[src/rtl/writeback_regfile.sv]
// Write-back stage and architectural integer register file.
// This block selects the write-back value from the MEM/WB bundle and commits it
// to x1..x31. It also serves two combinational decode read ports with a
// write-first bypass, exports the write-back value for EX forwarding, and keeps
// a count of retired instructions.
module writeback_regfile #(
  parameter int SIZE  = 32,
  parameter int CNT_W = 64
) (
  input  logic             clk,
  input  logic             rst,
  input  logic [4:0]       wb_rd,
  input  logic [SIZE-1:0]  wb_imm,
  input  logic [SIZE-1:0]  wb_alu,
  input  logic [SIZE-1:0]  wb_pcplus4,
  input  logic [SIZE-1:0]  wb_mem,
  input  logic             wb_regwrite,
  input  logic [1:0]       wb_src,
  input  logic             wb_valid,
  input  logic [4:0]       rs1_addr,
  input  logic [4:0]       rs2_addr,
  output logic [SIZE-1:0]  rs1_data,
  output logic [SIZE-1:0]  rs2_data,
  output logic [SIZE-1:0]  fwd_data,
  output logic             fwd_en,
  output logic [4:0]       fwd_rd,
  output logic [CNT_W-1:0] instret
);

  localparam int NREGS = 32;

  // Write-back source encodings.
  localparam logic [1:0] SRC_ALU = 2'b00;
  localparam logic [1:0] SRC_MEM = 2'b01;
  localparam logic [1:0] SRC_PC4 = 2'b10;
  localparam logic [1:0] SRC_IMM = 2'b11;

  logic [SIZE-1:0]  wb_value;
  logic             wr_active;
  logic [NREGS-1:0] wr_sel;
  logic [SIZE-1:0]  regs_reg [NREGS];
  logic [CNT_W-1:0] instret_reg;
  logic [CNT_W-1:0] instret_next;

  // Select the write-back value. All four encodings are legal, so there is no
  // don't-care case.
  always_comb begin
    wb_value = wb_alu;
    case (wb_src)
      SRC_ALU: wb_value = wb_alu;
      SRC_MEM: wb_value = wb_mem;
      SRC_PC4: wb_value = wb_pcplus4;
      SRC_IMM: wb_value = wb_imm;
      default: wb_value = wb_alu;
    endcase
  end

  // A write is real only when it targets a register other than x0. wb_valid
  // deliberately does not gate the write, because bubbles already arrive with
  // regwrite cleared.
  assign wr_active = wb_regwrite && (wb_rd != 5'd0);

  assign fwd_data = wb_value;
  assign fwd_en   = wr_active;
  assign fwd_rd   = wb_rd;

  // Decode the destination into one-hot per-register write strobes. Entry 0 is
  // tied low, so x0 can never be written.
  assign wr_sel[0] = 1'b0;
  generate
    for (genvar gi = 1; gi < NREGS; gi++) begin : g_wr_sel
      assign wr_sel[gi] = wr_active && (wb_rd == 5'(gi));
    end
  endgenerate

  // Register storage. Reset clears every entry and takes priority over a write
  // presented in the same cycle. Entry 0 stays at zero permanently.
  always_ff @(posedge clk) begin
    for (int i = 0; i < NREGS; i++) begin
      if (rst) begin
        regs_reg[i] <= '0;
      end else if (wr_sel[i]) begin
        regs_reg[i] <= wb_value;
      end
    end
  end

  // Read port 1. x0 reads as zero. A write to the same register in the current
  // cycle is bypassed, so decode sees the new value (write-first behaviour).
  always_comb begin
    rs1_data = regs_reg[rs1_addr];
    if (rs1_addr == 5'd0) begin
      rs1_data = '0;
    end else if (wr_active && (wb_rd == rs1_addr)) begin
      rs1_data = wb_value;
    end
  end

  // Read port 2. It follows the same rules as port 1 and is fully independent
  // of it.
  always_comb begin
    rs2_data = regs_reg[rs2_addr];
    if (rs2_addr == 5'd0) begin
      rs2_data = '0;
    end else if (wr_active && (wb_rd == rs2_addr)) begin
      rs2_data = wb_value;
    end
  end

  // Next count. Every valid instruction in WB retires, including stores and
  // branches. The counter wraps naturally at the top of its range.
  always_comb begin
    instret_next = instret_reg;
    if (wb_valid) begin
      instret_next = instret_reg + CNT_W'(1);
    end
  end

  // Retired-instruction counter register. Reset has priority over counting.
  always_ff @(posedge clk) begin
    if (rst) begin
      instret_reg <= '0;
    end else begin
      instret_reg <= instret_next;
    end
  end

  assign instret = instret_reg;

endmodule

[config.mk]
export PLATFORM = sky130hd
export DESIGN_NAME = writeback_regfile
export DESIGN_NICKNAME = d
export VERILOG_FILES = /design/src/rtl/writeback_regfile.sv
export SDC_FILE = /design/constraint.sdc
export NUM_CORES = 2
export LEC_CHECK = 0
export CELL_PAD_IN_SITES_DETAIL_PLACEMENT = 0
export CELL_PAD_IN_SITES_GLOBAL_PLACEMENT = 1
export CORE_ASPECT_RATIO = 1.25
export CORE_MARGIN = 5
export CORE_UTILIZATION = 30
export CTS_BUF_LIST = sky130_fd_sc_hd__clkbuf_4 sky130_fd_sc_hd__clkbuf_8
export DETAILED_ROUTE_END_ITERATION = 16
export PLACE_DENSITY = 0.56
export SETUP_SLACK_MARGIN = 0.05
export SLEW_MARGIN = 20
export SYNTH_ARGS = -nofsm -noshare
export SYNTH_HDL_FRONTEND = slang
export SYNTH_SLANG_ARGS = --single-unit
[constraint.sdc]
create_clock -name clk -period 3.6 [get_ports clk]
set_input_delay 0.54 -clock clk [delete_from_list [all_inputs] [get_ports clk]]
set_output_delay 0.54 -clock clk [all_outputs]
set_load 0.01 [all_outputs]
# Word level (Yosys, flattened, before mapping)
# Memory sizes are Yosys's and may differ from the RTL's.
# Index checks and enable logic that the tools add are counted.
[op_classes]
addsub = 1
eq_ne = 36
n_mux = 131
bitwise_logic = 31
reduce_logical = 38
[ops]
columns = ["op", "count"]
rows = [
  ["$mux 32", 35],
  ["$pmux 32 s4", 1],
  ["$mux 1", 95],
  ["$eq 5x5->1 const B", 16],
  ["$add 64x1->64 const B", 1],
  ["$eq 5x4->1 const B", 8],
  ["$logic_and 1x1->1", 34],
  ["$or 1x1->1", 31],
  ["$eq 5x3->1 const B", 4],
  ["$eq 5x2->1 const B", 2],
  ["$eq 5x5->1", 2],
  ["$logic_not 5->1", 2],
  ["$eq 5x1->1 const B", 1],
  ["$reduce_bool 5->1", 1],
  ["$eq 2x2->1 const B", 2],
  ["$eq 2x1->1 const B", 1],
  ["$logic_not 2->1", 1],
]
[word_totals]
regBits = 64
mem_bits_rw = 1024
word_cells = 239
n_memories = 1
[memory_table]
columns = ["memory", "depth", "width", "rd", "rd_clocked_by_memory_dff", "wr", "line_no", "rtl"]
rows = [
  ["regs_reg", 32, 32, 2, 0, 32, "41", "logic [SIZE-1:0] regs_reg [NREGS];"],
]

# Longest topological paths before layout
[depth]
depth_word = 7
ltp_mapped = 9

# Worst setup path before layout
# Ideal clock, no wire load.
[synth_timing]
path_type = "input-to-reg"
startpoint = "in wb_rd[4]"
endpoint = "mem regs_reg[24][0], enable pin"
arrival_ps = 2785
setup_slack_ps = 387
cell_stages = 4
path_buffers = 1
cell_sequence = "clkbuf_1 -> nand2_1 -> or2_2 -> o21bai_1"
[synth_lines]
columns = ["item", "line_no", "rtl"]
rows = [
  ["start: declaration", "12", "input logic [4:0] wb_rd,"],
  ["end: declaration", "41", ""],
]

# Worst setup path after layout
[layout_timing]
startpoint = "in wb_rd[3]"
endpoint = "out rs2_data[12]"
[layout_via]
elab_chain_cells = 5
elab_cells_between_ends = 6
classes_between = "1 x eq/ne; 2 x mux; 3 x reduce/logical"
[layout_rtl]
columns = ["item", "line_no", "rtl"]
rows = [
  ["$reduce_bool 5->1", "61", "assign wr_active = wb_regwrite && (wb_rd != 5'd0);"],
  ["$logic_and 1x1->1", "61", ""],
  ["$logic_and 1x1->1 (*)", "105", "end else if (wr_active && (wb_rd == rs2_addr)) begin"],
  ["$mux 32 (*)", "105", ""],
  ["$mux 32 (*)", "103", "if (rs2_addr == 5'd0) begin"],
  ["end: declaration", "23", "output logic [SIZE-1:0] rs2_data,"],
]
# Mark *: on every way between the ends. The rest lies on a longest branch, timed or not.

==> reports/summary.txt <==
Status: complete, no violations
I/O Pins: 315
Highest Clock Rate: 285 MHz
Sw power: 8.52 mW
Crit path arrival time: 2.97 ns
Core ar.: 184000 sq um
Flops & latches, synth: 1056
Final setup viols: 0
Clk sinks: 1056
M2 GR Usage: 0.395
Starting Density: 0.301
Worst vdd ir: 0.000340 V
Htree depth: 4
Total Wirelength: 234000 um
Combined area of the multi-input logic cells: 23000 sq um
Critical Path Source Type: input port
DR iter-0 viols: 5178
Tcrit/Tclk final: 0.974
Rows: 176
Hold crit path type: in -> reg
Post-layout power: 30.1 mW
Die area: 193000 sq um
Cells after Synth: 4134
Final hold violation count: 0
Sequential Power Share: 0.479
Yosys warning count: 0
Placer Congestion: 0.837
RSZ-0062 raised after global routing: true
Fin area: 68300 sq um
CTS Hold Bufs: 0
Worst hold slack: 0.114 ns
Post-layout nets: 4737
First-pass GRT wire length: 324000 um
Crit end category: output port
Wire per inst: 32.8 um
Met1 Resource Use GR: 0.305
Dpl hpwl: 147000 um
Post-Syn Nets: 4284
Maxcap violations: 0
Layout cells sized above 1: 0.303
Clock-pin slew on the worst setup and hold paths: 0.06 ns
Cell Area, Synth: 55300 sq um
CP max FO: 8
Largest buffer count on any clock path: 3
Leakage: 24.2 nW
Total number of vias: 40900
Register-to-Register Path Depth: 5
GR Overflow Total: 0
Combinational share of power: 0.170
Synth Area per Inst: 13.4 sq um
Most frequent cells in the layout: nor2_1 (1052), edfxtp_1 (992), mux4_2 (476)
Hold path depth: 2
Worst R2R Setup Slack: 1.00 ns
Top Family by Delay on Critical Path: buffers and inverters
Power density over the cells: 440 nW/um^2
Layout area overhead: 23.6%
Clock Skew: 0.0158 ns
RR Startpoint: instret[21]
FF/Latch Area: 31100 sq um
Root buf cell: clkbuf_8
Synth cell types: 60
Fin util: 0.372
Tightest Pin Transition: 0.787 ns
Critical Path Start: wb_rd[3]
Max FFs per register: 992
Crit path buffers/inverters: 4
Die Span Y: 490 um
Leading cell type in the layout, fill and taps excluded: nor2_1
Worst skew pair latency: 0.91 ns
CTS tree: done
Vias in the first global route: 41600
All-Layer GR Usage: 0.237
Top FF cell, synth: edfxtp_1
Remaining antenna violation count: 0
WS Path Type: in -> out
Net Sw Frac: 0.283
Sequential-to-total area share from yosys stat: 0.562
Clock Power Share: 0.352
Setup TNS: 0 ns
CTS Buf Count: 180
Worst Hold Launch: rst
Pin count of the biggest net entering global routing: 54
Die span in x: 394 um
Crit-path cells: dlygate4sd2_1 > or4_4 > and3b_2 > a221oi_4 > buf_12 > buf_12 > o2111ai_1 > o211ai_1 > dlygate4sd2_1
Slowest-stage cell, CP: or4_4
Dpl cell area: 64900 sq um
Initial antenna violation count: 16
Req. time, crit path: 3.06 ns
EDFF count, synth: 992
Async S/R FF share, synth: 0
Period minus WS final: 3.51 ns
Cell Int Power: 21.5 mW
Worst Hold Path EP: instret[13]
Count of pins over their slew limit: 0
Fillers: 17700
DR vias/cell: 5.73
Crit-path max cell delay: 0.57 ns
Reg2Reg Capture Point: instret[61]
I/O Buffers: 314
Met3 Use GR: 0.0511
Slew margin rel.: 0.470
1st-pass router iterations: 6
DRC Markers: 0
Gr busiest metal: met2
## worst max-delay path by stage
| stage | to | slack (ns) | depth (start not counted) |
|---|---|---|---|
| 2_1_floorplan | regs_reg[24][0] | 0.39 | 4 |
| 3_3_place_gp | rs2_data[15] | -0.57 | 9 |
| 3_5_place_dp | rs2_data[15] | -0.60 | 9 |
| 4_1_cts | rs2_data[31] | 0.03 | 4 |
| 5_1_grt | rs2_data[17] | 0.03 | 11 |
| 6_report | rs2_data[12] | 0.09 | 9 |
## cells by family after synthesis
| group | after synthesis | synth area share |
|---|---|---|
| buffers and inverters | 497 | 0.0369 |
| flip-flops | 1056 | 0.562 |
| adder cells (fa/ha/maj) | 1 | 0.000226 |
| multiplexers | 642 | 0.226 |
| AO/OA/AOI/OAI | 433 | 0.0589 |
| AND/OR/NAND/NOR | 1467 | 0.110 |
| XOR/XNOR | 38 | 0.00602 |
## power by group through the flow
stage          combinational, mW  sequential, mW  clock [mW]
2_1_floorplan               2.55            14.5           0
3_3_place_gp                5.14            14.6           0
3_5_place_dp                5.14            14.6           0
4_1_cts                     5.10            14.4        10.8
5_1_grt                     5.30            14.4        11.3
6_report                    5.10            14.4        10.6
## layer usage
metal	part of all wire	up-vias
met2	0.48	2310
met3	0.090	461
met4	0.042	12
li1	-	16800
met1	0.39	21300
met5	0.00032	-
## synthesized netlist by cell type (5+ instances only)
master	number	area (sq um)
nor4_1	8	50.1
and4_1	6	52.6
buf_1	42	158
or4_1	20	150
a21o_1	8	60.1
a221oi_1	14	123
o31ai_1	21	158
a22o_1	34	298
nor2b_1	14	87.6
buf_2	79	395
dfxtp_1	64	1280
nand4_1	37	231
a22oi_1	119	893
a221o_1	27	270
edfxtp_1	992	29800
buf_6	5	56.3
clkbuf_1	294	1100
nand3_1	73	365
nand2b_1	7	43.8
inv_1	67	251
nor3_1	13	65.1
or2_2	5	31.3
o21bai_1	19	143
or3_1	15	93.8
nand2_1	184	691
xor2_1	28	245
mux2i_1	70	701
a21oi_1	43	215
xnor2_1	10	87.6
o2111ai_1	26	228
mux4_2	476	10700
o221ai_1	27	236
o21ai_0	16	80.1
nor2_1	1055	3960
and3_1	12	75.1
buf_4	10	75.1
mux2_2	96	1080
o211ai_1	27	203
o21ai_1	32	160
## through the flow
stage | cells | setup slack, ns
after floorplan | 4134 | 0.387
after global placement | 6802 | -0.567
after detailed placement | 6802 | -0.597
after CTS | 7132 | 0.0304
after global routing | 7134 | 0.0327
final | 7138 | 0.0929
## final cells by class
cell class	count	share of cell area
Timing Repair Buffer	701	0.111
Tap cell	2403	0.0440
Clock buffer	231	0.0422
Sequential cell	1056	0.455
Antenna cell	7	0.000256
Clock inverter	92	0.00731
Multi-Input combinational cell	2581	0.337
Inverter	67	0.00392
## repair_timing
action / in CTS / in global routing
buffers inserted: 7 / 1
endpoints found under the setup margin: 63 / 29
pin swaps: 26 / 12
gates resized for setup: 195 / 32
## worst reg2reg max path: cells and delay by family, from the launching register on
family             cells  cell delay (ns)
and+or+nand+nor        4             1.95
DFF                    1             0.44
AOI/OAI and AO/OA      1             0.15
Power figures use the tool's default switching activity.
